<file path="src/rtl/alu_wide_seq.sv">
// Multi-word arithmetic sequencer: feeds a 32-bit ALU one word per cycle.
// Define ALU_SEQ_CMP_EN to enable op 100 (CMP: SUB flags, result dropped).
module alu_wide_seq #(
  parameter int NWORDS = 2
) (
  input  logic                  clk,
  input  logic                  rst,
  input  logic                  req_valid,
  output logic                  req_ready,
  input  logic [2:0]            req_op,
  input  logic [32*NWORDS-1:0]  req_a,
  input  logic [32*NWORDS-1:0]  req_b,
  output logic                  rsp_valid,
  input  logic                  rsp_ready,
  output logic [32*NWORDS-1:0]  rsp_res,
  output logic [3:0]            rsp_sr,
  output logic [31:0]           alu_val1,
  output logic [31:0]           alu_val2,
  output logic                  alu_carry,
  output logic [3:0]            alu_cmd,
  input  logic [31:0]           alu_res,
  input  logic [3:0]            alu_sr
);

  localparam int W  = 32 * NWORDS;
  localparam int IW = $clog2(NWORDS);

`ifdef ALU_SEQ_CMP_EN
  localparam bit CmpEn = 1'b1;
`else
  localparam bit CmpEn = 1'b0;
`endif

  localparam logic [2:0] OP_ADD = 3'b000;
  localparam logic [2:0] OP_SUB = 3'b001;
  localparam logic [2:0] OP_AND = 3'b010;
  localparam logic [2:0] OP_EOR = 3'b011;
  localparam logic [2:0] OP_CMP = 3'b100;

  localparam logic [3:0] EX_NOP = 4'b0000;
  localparam logic [3:0] EX_ADD = 4'b0010;
  localparam logic [3:0] EX_ADC = 4'b0011;
  localparam logic [3:0] EX_SUB = 4'b0100;
  localparam logic [3:0] EX_SBC = 4'b0101;
  localparam logic [3:0] EX_AND = 4'b0110;
  localparam logic [3:0] EX_EOR = 4'b1000;

  // FIN forms the aggregate flags from the fully assembled result
  typedef enum logic [1:0] {
    S_IDLE = 2'd0,
    S_RUN  = 2'd1,
    S_FIN  = 2'd2,
    S_DONE = 2'd3
  } state_t;

  state_t          state_q, state_d;
  logic [2:0]      op_q, op_d;
  logic [W-1:0]    a_q, a_d;
  logic [W-1:0]    b_q, b_d;
  logic [IW-1:0]   idx_q, idx_d;
  logic            cy_q, cy_d;
  logic            v_q, v_d;
  logic [W-1:0]    res_q, res_d;
  logic [3:0]      sr_q, sr_d;

  logic            is_add, is_sub, is_and, is_eor, is_cmp, arith;
  logic            first, last;
  logic [31:0]     a_w, b_w;
  logic            cy_next;
  logic            unused_sr;

  assign unused_sr = ^{alu_sr[3], alu_sr[1]};

  always_comb begin
    is_cmp = CmpEn && (op_q == OP_CMP);
    is_add = (op_q == OP_ADD);
    is_sub = (op_q == OP_SUB) || is_cmp;
    is_and = (op_q == OP_AND);
    is_eor = (op_q == OP_EOR);
    arith  = is_add || is_sub;
  end

  assign first = (idx_q == '0);
  assign last  = (idx_q == IW'(NWORDS - 1));

  always_comb begin
    a_w = '0;
    b_w = '0;
    for (int i = 0; i < NWORDS; i++) begin
      if (idx_q == IW'(i)) begin
        a_w = a_q[32*i +: 32];
        b_w = b_q[32*i +: 32];
      end
    end
  end

  // Borrow chain is resolved here rather than trusting the ALU's SUB carry
  always_comb begin
    cy_next = 1'b0;
    unique case (1'b1)
      is_add: cy_next = alu_sr[2];
      is_sub: cy_next = (a_w > b_w) ||
                        ((a_w == b_w) && (first || cy_q));
      default: cy_next = 1'b0;
    endcase
  end

  always_ff @(posedge clk) begin
    if (rst) begin
      state_q <= S_IDLE;
      op_q    <= '0;
      a_q     <= '0;
      b_q     <= '0;
      idx_q   <= '0;
      cy_q    <= 1'b0;
      v_q     <= 1'b0;
      res_q   <= '0;
      sr_q    <= '0;
    end else begin
      state_q <= state_d;
      op_q    <= op_d;
      a_q     <= a_d;
      b_q     <= b_d;
      idx_q   <= idx_d;
      cy_q    <= cy_d;
      v_q     <= v_d;
      res_q   <= res_d;
      sr_q    <= sr_d;
    end
  end

  always_comb begin
    state_d = state_q;
    case (state_q)
      S_IDLE:  if (req_valid) state_d = S_RUN;
      S_RUN:   if (last) state_d = S_FIN;
      S_FIN:   state_d = S_DONE;
      S_DONE:  if (rsp_ready) state_d = S_IDLE;
      default: state_d = S_IDLE;
    endcase
  end

  always_comb begin
    op_d  = op_q;
    a_d   = a_q;
    b_d   = b_q;
    idx_d = idx_q;
    cy_d  = cy_q;
    v_d   = v_q;
    res_d = res_q;
    sr_d  = sr_q;
    case (state_q)
      S_IDLE: begin
        if (req_valid) begin
          op_d  = req_op;
          a_d   = req_a;
          b_d   = req_b;
          idx_d = '0;
          cy_d  = 1'b0;
          v_d   = 1'b0;
        end
      end
      S_RUN: begin
        cy_d  = cy_next;
        idx_d = last ? '0 : idx_q + IW'(1);
        for (int i = 0; i < NWORDS; i++) begin
          if (idx_q == IW'(i)) res_d[32*i +: 32] = alu_res;
        end
        if (last) v_d = alu_sr[0];
      end
      S_FIN: begin
        sr_d = {~|res_q, arith & cy_q, res_q[W-1], arith & v_q};
        if (is_cmp) res_d = '0;
      end
      default: ;
    endcase
  end

  always_comb begin
    req_ready = (state_q == S_IDLE);
    rsp_valid = (state_q == S_DONE);
    rsp_res   = res_q;
    rsp_sr    = sr_q;
    alu_val1  = '0;
    alu_val2  = '0;
    alu_carry = 1'b0;
    alu_cmd   = EX_NOP;
    if (state_q == S_RUN) begin
      alu_val1  = a_w;
      alu_val2  = b_w;
      alu_carry = cy_q;
      unique case (1'b1)
        is_add:  alu_cmd = first ? EX_ADD : EX_ADC;
        is_sub:  alu_cmd = first ? EX_SUB : EX_SBC;
        is_and:  alu_cmd = EX_AND;
        is_eor:  alu_cmd = EX_EOR;
        default: alu_cmd = EX_NOP;
      endcase
    end
  end

endmodule
</file>
<file path="config.mk">
export PLATFORM = sky130hd
export DESIGN_NAME = alu_wide_seq
export DESIGN_NICKNAME = d
export VERILOG_FILES = /design/src/rtl/alu_wide_seq.sv
export SDC_FILE = /design/constraint.sdc
export NUM_CORES = 1
export LEC_CHECK = 0
export CAP_MARGIN = 0
export CORE_AREA = 2 2 154 156
export CTS_BUF_LIST = sky130_fd_sc_hd__clkbuf_16
export CTS_CLUSTER_SIZE = 25
export DETAILED_ROUTE_END_ITERATION = 12
export DIE_AREA = 0 0 156 158
export MAX_ROUTING_LAYER = met4
export PLACE_DENSITY = 0.8
export SYNTH_ARGS = -nofsm -noshare
export SYNTH_HDL_FRONTEND = slang
export SYNTH_SLANG_ARGS = --single-unit
</file>
<file path="constraint.sdc">
create_clock -name clk -period 2.2 [get_ports clk]
set_input_delay 0.44 -clock clk [delete_from_list [all_inputs] [get_ports clk]]
set_output_delay 0.44 -clock clk [all_outputs]
set_load 0.02 [all_outputs]
</file>
==> flow_metrics.env, run 1 <==
export IMPL_holdCritPathClass="in2reg"
export IMPL_top_layer="met4"
export IMPL_synth_seq_area_share_pct=44.9
export IMPL_cts_path_max_buffers=3
export IMPL_synth_top_family_by_area="simple AND/OR/NAND/NOR gates"
export IMPL_grt_pass1_vias=8959
export IMPL_final_slew_violations=0
export IMPL_dr_first_iter_drc_count=657
export IMPL_met2RoutedLength_microns=16100
export IMPL_totalWireLength_microns=34900
export IMPL_dp_cells=1714
export IMPL_max_h_tree_level=1
export IMPL_final_core_util_pct=64.3
export IMPL_dr_wl_met3_microns=2930
export IMPL_worstPathRequired_ns=2.59
export IMPL_synth_distinct_cells=38
export IMPL_cp_max_fo=5
export IMPL_multi_input_gate_area_sq_um=5360
export IMPL_place_hpwl_microns=23100
export IMPL_fin_ws_ns=-0.222
export IMPL_core_area_sq_um=23100
export IMPL_setup_worst_path_class="reg2reg"
export IMPL_tightest_slew_ns=0.512
export IMPL_placement_stage_cell_area_sq_um=12700
export IMPL_mean_cell_area_of_the_mapped_netlist_sq_um=7.85
export IMPL_placement_io_buffers=307
export IMPL_fin_hold_ws_ns=0.290
export IMPL_wirelength_met1_microns=14100
export IMPL_finalHoldViolations=0
export IMPL_cts_tree="yes"
export IMPL_die_area_sq_um=24600
export IMPL_synth_net_count=1367
export IMPL_first_pass_iters=5
export IMPL_power_density_nw_per_um2=1100
export IMPL_rsz0062_at_grt="yes"
export IMPL_synth_simple_gate_area_share_pct=25.1
export IMPL_die_width_microns=156
export IMPL_wire_length_of_the_first_global_routing_pass_microns=48900
export IMPL_regArea_sq_um=4090
export IMPL_num_rows=56
export IMPL_worst_r2r_setup_slack_ns=-0.22
export IMPL_cap_violations=0
export IMPL_post_synth_xor_area_fraction_pct=0.0962
export IMPL_ioPinCount=310
export IMPL_grt_antenna_before_repair=6
export IMPL_die_h_microns=158
export IMPL_yosys_mux_area_fraction_pct=7.81
export IMPL_synth_area_in_adders_pct=4.95
export IMPL_clock_tree_root_driver_cell="sky130_fd_sc_hd__clkbuf_16"
export IMPL_gp_congestion=0.912
export IMPL_clkSlewWorstSetupHoldPaths_ns=0.06
export IMPL_fin_cells=1811
export IMPL_initial_core_util_pct=39.5
export IMPL_synth_compound_gate_area_share_pct=13.2
export IMPL_p_leak_nw=5.67
export IMPL_number_of_clock_buffers_inserted_by_tritoncts=24
export IMPL_timing_fmax_mhz=413
export IMPL_drc=0
export IMPL_worst_skew_pair_late_latency_ns=0.51
export IMPL_synth_cells=1160
export IMPL_cp_arrival_ns=2.81
export IMPL_route_antenna_remaining_nets=0
export IMPL_groute_usage_overall_pct=26.0
export IMPL_timing_setup_tns_ns=-4.32
export IMPL_final_nets=1705
export IMPL_ys_warnings_count=0
export IMPL_grt_start_max_net_pins=69
export IMPL_drt_wirelength_per_cell_microns=19.3
export IMPL_post_route_cells_drive_above_1_share_pct=21.1
export IMPL_drt_vias_per_instance=5.34
export IMPL_critPathLaunchType="flip-flop"
export IMPL_final_area_sq_um=14800
export IMPL_final_setup_skew_ns=0.0151
export IMPL_grt_ovfl_total=0
export IMPL_fill_cells=1761
export IMPL_post_synth_instance_area_sq_um=9100
export IMPL_numClockSinks=204
export IMPL_final_period_utilization_pct=110
export IMPL_slew_headroom_pct=65.6
export IMPL_synthToLayoutAreaGrowth_pct=62.9
export IMPL_run_status="finished, violations left"
export IMPL_failed_checks="setup timing"
export IMPL_worst_setup_path_end_kind="flip-flop"
export IMPL_ys_ff_latch=204
export IMPL_period_needed_ns=2.42
export IMPL_irDropWorstVdd_v=0.000691
export IMPL_final_setup_viol_count=59
export IMPL_route_vias_total=9670
==> kinds of logic (layout without fill, tap and decap cells) <==
logic type / count (synthesis) / in the layout
AOI/OAI and AO/OA: 231 / 231
xor gates and xnor gates: 1 / 1
adders and majority gates: 36 / 36
buffers and inverters: 89 / 443
DFF: 204 / 204
muxes: 67 / 67
other: 0 / 7
and+or+nand+nor: 532 / 532
==> repair_timing <==
action,4_1_cts,5_1_grt
buffers inserted,18,26
endpoints found under the setup margin,72,68
cloned,3,4
pin swaps,2,39
resized for setup,365,236
hold buffers,0,0
hold endpoints to repair,0,0
==> synth_stat cells (all sizes together) <==
cell | instances | share of area (%)
or4 | 1 | 0.082
a21boi | 2 | 0.16
nand2b | 5 | 0.37
a31oi | 1 | 0.069
o21ai | 2 | 0.11
inv | 5 | 0.21
dfxtp | 204 | 45
o31ai | 1 | 0.082
mux2i | 35 | 3.8
mux2 | 32 | 4.0
nand4 | 11 | 0.76
buf | 20 | 1.1
a21o | 3 | 0.25
or2b | 1 | 0.082
o21a | 2 | 0.16
nor4 | 18 | 1.2
nor4b | 1 | 0.096
o22ai | 1 | 0.069
nor2 | 13 | 0.54
o221ai | 1 | 0.096
o21bai | 1 | 0.082
o311ai | 1 | 0.096
xnor2 | 1 | 0.096
nand3 | 7 | 0.38
o211ai | 1 | 0.082
nand2 | 400 | 16
o2111ai | 1 | 0.096
a21oi | 211 | 12
nor3 | 5 | 0.27
clkbuf | 64 | 2.7
ha | 36 | 4.9
a211oi | 2 | 0.16
nor2b | 35 | 2.4
a22oi | 1 | 0.082
and2 | 35 | 2.4
==> cell type report <==
cell class                      instances  area share (%)
Timing Repair Buffer                  396            28.1
Clock inverter                         16            1.11
Inverter                                5           0.127
Clock buffer                           26            4.39
Multi-Input combinational cell        867            36.1
Sequential cell                       204            27.6
Antenna cell                            7           0.118
Tap cell                              290            2.45
==> power breakdown <==
group / internal [mW] / total, mW / leakage, nW / switching (mW)
combinational: 3.56 / 7.44 / 3.59 / 3.88
clock: 2.48 / 4.07 / 0.411 / 1.59
sequential: 4.34 / 4.85 / 1.67 / 0.508
==> flip-flops by register name, summed over array words and instances (netlist names), 2 cells and up <==
name,count
a_q,64
b_q,64
op_q,3
rsp_res,64
rsp_sr,4
state_q,2
==> per-layer routing <==
layer	global-route usage, %	vias up
met1	33.3	4513
met2	40.0	491
met3	4.68	112
met4	12.1	0
li1	-	4554
met5	-	-
==> through the flow <==
stage	worst slack, ns	power [mW]
after floorplan	0.000107	8.12
after global placement	-0.0958	10.4
after detailed placement	-0.0976	10.6
after CTS	-0.232	15.3
after global routing	-0.254	17.1
final	-0.222	16.4
==> worst paths after layout <==
check,start,endpoint,cells after the start
max,idx_q$_SDFFE_PP0P_,cy_q$_SDFFE_PP0P_,11
min,rst,state_q[1]$_SDFFE_PP0P_,2
max reg2reg,idx_q$_SDFFE_PP0P_,cy_q$_SDFFE_PP0P_,11
min reg2reg,b_q[6]$_SDFFE_PP0P_,b_q[6]$_SDFFE_PP0P_,2
==> critical path, cell delays in order, from the launching register on <==
cell,delay [ns]
sky130_fd_sc_hd__dfxtp_4,0.37
sky130_fd_sc_hd__buf_12,0.14
sky130_fd_sc_hd__buf_8,0.12
sky130_fd_sc_hd__buf_12,0.13
sky130_fd_sc_hd__buf_12,0.10
sky130_fd_sc_hd__mux2i_4,0.28
sky130_fd_sc_hd__ha_4,0.25
sky130_fd_sc_hd__a21oi_1,0.19
sky130_fd_sc_hd__o21a_1,0.20
sky130_fd_sc_hd__o2111ai_2,0.14
sky130_fd_sc_hd__a211oi_2,0.25
sky130_fd_sc_hd__a31oi_1,0.10
==> cells in the final DEF (no fill, tap or decap), drive strengths merged, types with 7 or more instances in the layout <==
master | netlist | routed
a21oi | 211 | 211
and2 | 35 | 35
buf | 20 | 155
clkbuf | 64 | 29
clkdlybuf4s50 | 0 | 235
clkinv | 0 | 10
dfxtp | 204 | 204
diode | 0 | 7
ha | 36 | 36
inv | 5 | 7
mux2 | 32 | 32
mux2i | 35 | 35
nand2 | 400 | 400
nand3 | 7 | 7
nand4 | 11 | 11
nor2 | 13 | 13
nor2b | 35 | 35
nor4 | 18 | 18
Note: power is estimated with default switching activity, not from simulation.
==> inputs of run 2 (changes only) <==
--- a/config.mk
+++ b/config.mk
@@ -13,6 +13,7 @@
 export DIE_AREA = 0 0 156 158
 export MAX_ROUTING_LAYER = met4
 export PLACE_DENSITY = 0.8
+export SETUP_SLACK_MARGIN = 0.15
 export SYNTH_ARGS = -nofsm -noshare
 export SYNTH_HDL_FRONTEND = slang
 export SYNTH_SLANG_ARGS = --single-unit
==> run 2 against run 1 <==
The flow still finishes with violations (setup timing). Wire length is 2.7% higher. Count of clock-buffer cells in the layout fell by 3. Clock skew is 0.00060 ns higher. Worst setup slack improved by 0.0037 ns. Utilization grew 1.6 points. Sequential cell count unchanged. Combinational power rose by 9.5%. Hold slack better by 0.16 ns. Power increased by 4.8%. Critical path type is now reg2out. Critical endpoint is now alu_val1[27].
==> flow_metrics.env, run 2 (synthesized netlist as in run 1, its figures left out) <==
export IMPL_cts_hold_fix_buffers=0
export IMPL_critPathLaunchType="flip-flop"
export IMPL_synthToLayoutAreaGrowth_pct=67.0
export IMPL_cp_max_fo=6
export IMPL_p_sw_mw=6.26
export IMPL_worst_path_dominant_cell_family="buffers and inverters"
export IMPL_combinationalPowerShare_pct=47.5
export IMPL_period_needed_ns=2.42
export IMPL_irDropWorstVdd_v=0.000621
export IMPL_initial_core_util_pct=39.5
export IMPL_cp_buffers_inverters=5
export IMPL_p_leak_nw=5.77
export IMPL_max_h_tree_level=1
export IMPL_die_width_microns=156
export IMPL_number_of_clock_buffers_inserted_by_tritoncts=23
export IMPL_slew_headroom_pct=47.8
export IMPL_hold_path_startpoint="a_q[6]$_SDFFE_PP0P_"
export IMPL_drc=0
export IMPL_grt_pass1_vias=9236
export IMPL_critical_path_max_stage_delay_ns=0.39
export IMPL_post_route_cells_drive_above_1_share_pct=22.9
export IMPL_cp_arrival_ns=1.98
export IMPL_worst_r2r_startpoint="idx_q$_SDFFE_PP0P_"
export IMPL_ioPinCount=310
export IMPL_clkSlewWorstSetupHoldPaths_ns=0.06
export IMPL_totalWireLength_microns=35900
export IMPL_whs_path_depth=2
export IMPL_worst_skew_pair_late_latency_ns=0.51
export IMPL_run_status="finished, violations left"
export IMPL_switching_share_pct=36.5
export IMPL_fin_hold_ws_ns=0.452
export IMPL_route_antenna_remaining_nets=0
export IMPL_grt_start_max_net_pins=85
export IMPL_groute_usage_overall_pct=27.0
export IMPL_power_frac_clock_pct=24.0
export IMPL_failed_checks="setup timing"
export IMPL_hold_path_endpoint="a_q[6]$_SDFFE_PP0P_"
export IMPL_first_pass_iters=5
export IMPL_final_setup_viol_count=48
export IMPL_core_area_sq_um=23100
export IMPL_power_density_nw_per_um2=1130
export IMPL_gp_congestion=0.894
export IMPL_setup_worst_path_class="reg2out"
export IMPL_fill_cells=1708
export IMPL_placement_io_buffers=307
export IMPL_final_slew_violations=0
export IMPL_wire_length_of_the_first_global_routing_pass_microns=50700
export IMPL_finalHoldViolations=0
export IMPL_worstPathCellList="buf_12 > buf_8 > buf_6 > mux2_4 > buf_4 > and2_4 > buf_6"
export IMPL_reg2reg_depth=10
export IMPL_fin_cells=1825
export IMPL_regArea_sq_um=4090
export IMPL_clock_tree_root_driver_cell="sky130_fd_sc_hd__clkbuf_16"
export IMPL_fin_ws_ns=-0.218
export IMPL_timing_rr_end="cy_q$_SDFFE_PP0P_"
export IMPL_multi_input_gate_area_sq_um=5510
export IMPL_drt_vias_per_instance=5.33
export IMPL_dr_first_iter_drc_count=830
export IMPL_worstPathRequired_ns=1.76
export IMPL_final_nets=1725
export IMPL_die_h_microns=158
export IMPL_cts_tree="yes"
export IMPL_worst_setup_path_end_kind="output port"
export IMPL_grt_antenna_before_repair=1
export IMPL_timing_fmax_mhz=414
export IMPL_mostFrequentLayoutCell="sky130_fd_sc_hd__nand2_1"
export IMPL_cts_path_max_buffers=3
export IMPL_final_setup_skew_ns=0.0158
export IMPL_rsz0062_at_grt="yes"
export IMPL_crit_slowest_cell="sky130_fd_sc_hd__dfxtp_4"
export IMPL_dp_cells=1731
export IMPL_place_hpwl_microns=22300
export IMPL_num_rows=56
export IMPL_cap_violations=0
export IMPL_worst_r2r_setup_slack_ns=-0.22
export IMPL_sequentialPowerShare_pct=28.5
export IMPL_numClockSinks=204
export IMPL_critical_path_top_cell_by_count="sky130_fd_sc_hd__buf_6"
export IMPL_tightest_slew_ns=0.782
export IMPL_holdCritPathClass="reg2reg"
export IMPL_drt_wirelength_per_cell_microns=19.7
export IMPL_grt_ovfl_total=0
export IMPL_final_cell_mix="sky130_fd_sc_hd__nand2_1, sky130_fd_sc_hd__clkdlybuf4s50_1, sky130_fd_sc_hd__a21oi_1, sky130_fd_sc_hd__dfxtp_1, sky130_fd_sc_hd__buf_4"
export IMPL_p_int_mw=10.9
export IMPL_die_area_sq_um=24600
export IMPL_route_vias_total=9721
export IMPL_final_period_utilization_pct=110
-- run 2: changes by cell type in the layout (fill, tap and decap cells not counted), sizes merged --
cell           previous run  this run
bufinv                    3         5
buf                     155       170
clkinv                   10         9
diode                     7         1
clkdlybuf4s15             1         7
clkbuf                   29        26
clkinvlp                  1         2
-- run 2: what timing repair did --
| item | in CTS | in global routing |
|---|---|---|
| endpoints found under the setup margin | 72 | 71 |
| buffers inserted | 32 | 12 |
| pin swaps | 31 | 11 |
| resized for setup | 505 | 97 |
| cloned | 6 | 2 |
-- run 2: stage by stage --
step                TNS [ns]  utilization, %  setup WS [ns]  cell area (sq um)  total power, mW
floorplan                  0               -          0.163               9140             8.18
global placement      -0.787            55.3         -0.101              12800             10.4
detailed placement    -0.953            55.3         -0.193              12800             10.6
CTS                    -4.43            63.7         -0.189              14700             16.3
global route           -7.02            65.9         -0.334              15200             17.9
finish                 -4.47            65.9         -0.218              15200             17.1
-- run 2: worst max path at each step --
stage,slack [ns],end,from,cells after the start
floorplan,0.16,cy_q$_SDFFE_PP0P_,idx_q$_SDFFE_PP0P_,9
global placement,-0.10,cy_q$_SDFFE_PP0P_,idx_q$_SDFFE_PP0P_,9
detailed placement,-0.19,cy_q$_SDFFE_PP0P_,idx_q$_SDFFE_PP0P_,9
CTS,-0.19,alu_val1[4],idx_q$_SDFFE_PP0P_,4
global route,-0.33,cy_q$_SDFFE_PP0P_,idx_q$_SDFFE_PP0P_,11
finish,-0.22,alu_val1[27],idx_q$_SDFFE_PP0P_,7
-- run 2: per-layer routing --
layer,vias to the layer above,wire (microns),global-route usage (%)
met5,-,0,-
met4,0,2030,10.0
met3,145,2490,3.78
met2,475,16700,44.4
met1,4516,14600,33.9
li1,4585,-,-
-- run 2: area by class of cell --
cell class              instances  area share (%)
diodes                          1          0.0165
clock buffers                  23            3.79
clock inverters                18            1.49
inverters                       5           0.123
multi-input cells             867            36.3
flip-flops and latches        204            26.9
well taps                     290            2.39
repair buffers                417            29.0
-- run 2: worst reg2reg max path, cell delays in order, from the launching register on --
cell,delay [ns]
sky130_fd_sc_hd__dfxtp_4,0.43
sky130_fd_sc_hd__buf_12,0.14
sky130_fd_sc_hd__buf_8,0.13
sky130_fd_sc_hd__mux2i_4,0.36
sky130_fd_sc_hd__ha_4,0.27
sky130_fd_sc_hd__a21oi_1,0.15
sky130_fd_sc_hd__o21a_1,0.20
sky130_fd_sc_hd__o2111ai_2,0.13
sky130_fd_sc_hd__a211oi_2,0.26
sky130_fd_sc_hd__buf_4,0.15
sky130_fd_sc_hd__a31oi_1,0.07
-- run 2: power by group through the flow --
stage	Sequential (mW)	Clock (mW)	Combinational [mW]
after global routing	4.94	4.31	8.61
final	4.88	4.11	8.15
after CTS	4.81	4.14	7.34
after floorplan	4.90	0	3.28
after global placement	4.78	0	5.64
after detailed placement	4.81	0	5.76
==> inputs of run 3 (changes only) <==
--- a/config.mk
+++ b/config.mk
@@ -6,11 +6,11 @@
 export NUM_CORES = 1
 export LEC_CHECK = 0
 export CAP_MARGIN = 0
-export CORE_AREA = 2 2 154 156
+export CORE_AREA = 2 2 147 164
 export CTS_BUF_LIST = sky130_fd_sc_hd__clkbuf_16
 export CTS_CLUSTER_SIZE = 25
 export DETAILED_ROUTE_END_ITERATION = 12
-export DIE_AREA = 0 0 156 158
+export DIE_AREA = 0 0 149 166
 export MAX_ROUTING_LAYER = met4
 export PLACE_DENSITY = 0.8
 export SETUP_SLACK_MARGIN = 0.15
==> run 3 against run 2 <==
The flow still finishes with violations (setup timing). Die area up 0.35%. First-iteration DRC count fell by 41%. Register-to-register slack lost 0.04 ns. Design area is 0.77% lower. Clock skew down 0.0063 ns. Via count up 0.99%. Sequential power hardly changed. Power is 2.9% lower. Wire length rose by 2.8%.
==> flow_metrics.env, run 3 (synthesized netlist as in run 1, its figures left out) <==
export IMPL_critPathLaunchType="flip-flop"
export IMPL_timing_rr_end="cy_q$_SDFFE_PP0P_"
export IMPL_multi_input_gate_area_sq_um=5380
export IMPL_core_area_sq_um=23200
export IMPL_numClockSinks=204
export IMPL_p_leak_nw=5.85
export IMPL_placement_io_buffers=307
export IMPL_worst_skew_pair_late_latency_ns=0.51
export IMPL_power_density_nw_per_um2=1100
export IMPL_place_ws_ns=-0.198
export IMPL_fill_cells=1816
export IMPL_cp_arrival_ns=2.84
export IMPL_die_width_microns=149
export IMPL_failed_checks="setup timing"
export IMPL_p_int_mw=10.5
export IMPL_worst_r2r_setup_slack_ns=-0.25
export IMPL_hold_path_endpoint="idx_q$_SDFFE_PP0P_"
export IMPL_route_vias_total=9817
export IMPL_power_mw=16.6
export IMPL_reg2reg_depth=12
export IMPL_fin_hold_ws_ns=0.254
export IMPL_final_cell_mix="sky130_fd_sc_hd__nand2_1, sky130_fd_sc_hd__clkdlybuf4s50_1, sky130_fd_sc_hd__a21oi_1, sky130_fd_sc_hd__dfxtp_1, sky130_fd_sc_hd__buf_4"
export IMPL_post_route_cells_drive_above_1_share_pct=23.0
export IMPL_finalHoldViolations=0
export IMPL_worst_setup_path_end_kind="flip-flop"
export IMPL_holdCritPathClass="in2reg"
export IMPL_place_hpwl_microns=23500
export IMPL_dp_cells=1751
export IMPL_wire_length_of_the_first_global_routing_pass_microns=53400
export IMPL_hold_path_startpoint="rst"
export IMPL_clock_tree_root_driver_cell="sky130_fd_sc_hd__clkbuf_16"
export IMPL_cts_hold_fix_buffers=0
export IMPL_die_h_microns=166
export IMPL_mostFrequentLayoutCell="sky130_fd_sc_hd__nand2_1"
export IMPL_grt_ovfl_total=0
export IMPL_drt_wirelength_per_cell_microns=19.9
export IMPL_timing_fmax_mhz=407
export IMPL_fin_cells=1854
export IMPL_cts_path_max_buffers=3
export IMPL_initial_core_util_pct=39.3
export IMPL_cap_violations=0
export IMPL_combinationalPowerShare_pct=48.0
export IMPL_cts_tree="yes"
export IMPL_regArea_sq_um=4090
export IMPL_period_needed_ns=2.45
export IMPL_final_period_utilization_pct=112
export IMPL_dr_first_iter_drc_count=486
export IMPL_clkSlewWorstSetupHoldPaths_ns=0.06
export IMPL_route_antenna_remaining_nets=0
export IMPL_final_slew_violations=0
export IMPL_gp_congestion=0.897
export IMPL_rsz0062_at_grt="yes"
export IMPL_slew_headroom_pct=65.7
export IMPL_groute_usage_overall_pct=28.4
export IMPL_grt_antenna_before_repair=2
export IMPL_fin_ws_ns=-0.254
export IMPL_ioPinCount=310
export IMPL_grt_pass1_vias=10075
export IMPL_die_area_sq_um=24700
export IMPL_final_setup_viol_count=58
export IMPL_totalWireLength_microns=36900
export IMPL_number_of_clock_buffers_inserted_by_tritoncts=23
export IMPL_num_rows=59
export IMPL_run_status="finished, violations left"
export IMPL_power_frac_clock_pct=22.7
export IMPL_switching_share_pct=37.0
export IMPL_drc=0
export IMPL_worst_r2r_startpoint="idx_q$_SDFFE_PP0P_"
export IMPL_final_nets=1737
export IMPL_worstPathRequired_ns=2.58
export IMPL_irDropWorstVdd_v=0.000682
export IMPL_final_setup_skew_ns=0.00950
export IMPL_grt_start_max_net_pins=77
export IMPL_max_h_tree_level=1
export IMPL_first_pass_iters=5
export IMPL_setup_worst_path_class="reg2reg"
export IMPL_timing_setup_tns_ns=-4.75
export IMPL_cp_max_fo=5
export IMPL_tightest_slew_ns=0.510
export IMPL_synthToLayoutAreaGrowth_pct=65.7
export IMPL_p_sw_mw=6.16
export IMPL_sequentialPowerShare_pct=29.3
export IMPL_drt_vias_per_instance=5.30
export IMPL_whs_path_depth=2
-- run 3: critical path: stages, from the launching register on --
cell	delay, ns
sky130_fd_sc_hd__dfxtp_4	0.38
sky130_fd_sc_hd__buf_4	0.14
sky130_fd_sc_hd__buf_6	0.12
sky130_fd_sc_hd__buf_16	0.14
sky130_fd_sc_hd__mux2i_1	0.13
sky130_fd_sc_hd__buf_4	0.16
sky130_fd_sc_hd__buf_4	0.13
sky130_fd_sc_hd__ha_1	0.21
sky130_fd_sc_hd__a21oi_2	0.14
sky130_fd_sc_hd__o21a_1	0.23
sky130_fd_sc_hd__o2111ai_2	0.15
sky130_fd_sc_hd__a211oi_2	0.28
sky130_fd_sc_hd__a31oi_1	0.11
-- run 3: metal layers --
| layer | global-route usage (%) | share of wire [%] | vias up |
|---|---|---|---|
| met1 | 30.2 | 34 | 4566 |
| met4 | 13.3 | 5.4 | 0 |
| met2 | 49.3 | 50 | 517 |
| met3 | 6.90 | 10 | 120 |
| met5 | - | 0 | - |
| li1 | - | - | 4614 |
-- run 3: worst max-delay path by stage --
stage,start,endpoint,slack (ns),depth (start not counted)
2_1_floorplan,idx_q$_SDFFE_PP0P_,cy_q$_SDFFE_PP0P_,0.16,9
3_3_place_gp,idx_q$_SDFFE_PP0P_,cy_q$_SDFFE_PP0P_,-0.20,9
3_5_place_dp,idx_q$_SDFFE_PP0P_,cy_q$_SDFFE_PP0P_,-0.20,9
4_1_cts,idx_q$_SDFFE_PP0P_,cy_q$_SDFFE_PP0P_,-0.18,11
5_1_grt,idx_q$_SDFFE_PP0P_,cy_q$_SDFFE_PP0P_,-0.30,12
6_report,idx_q$_SDFFE_PP0P_,cy_q$_SDFFE_PP0P_,-0.25,12
-- run 3: what timing repair did --
| action | CTS | global route |
|---|---|---|
| cloned | 6 | 0 |
| resized for setup | 512 | 83 |
| pin swaps | 24 | 20 |
| setup endpoints to repair | 73 | 76 |
| buffers inserted | 38 | 15 |
-- run 3: cell type report --
cell class	instances	area share [%]
Sequential cell	204	27.1
Inverter	5	0.124
Timing Repair Buffer	429	29.6
Clock inverter	18	0.904
Tap cell	305	2.53
Clock buffer	24	3.98
Antenna cell	2	0.0332
Multi-Input combinational cell	867	35.7
-- run 3: power groups by stage --
stage | clock, mW | sequential [mW] | combinational, mW
2_1_floorplan | 0 | 4.90 | 3.28
4_1_cts | 3.82 | 4.83 | 7.33
6_report | 3.78 | 4.87 | 7.99
3_3_place_gp | 0 | 4.81 | 5.76
5_1_grt | 3.98 | 4.94 | 8.48
3_5_place_dp | 0 | 4.85 | 5.87
-- run 3: metrics by stage --
step,util [%],area (sq um)
floorplan,-,9140
global placement,55.4,12800
detailed placement,55.4,12800
CTS,63.2,14700
global route,65.1,15100
finish,65.1,15100
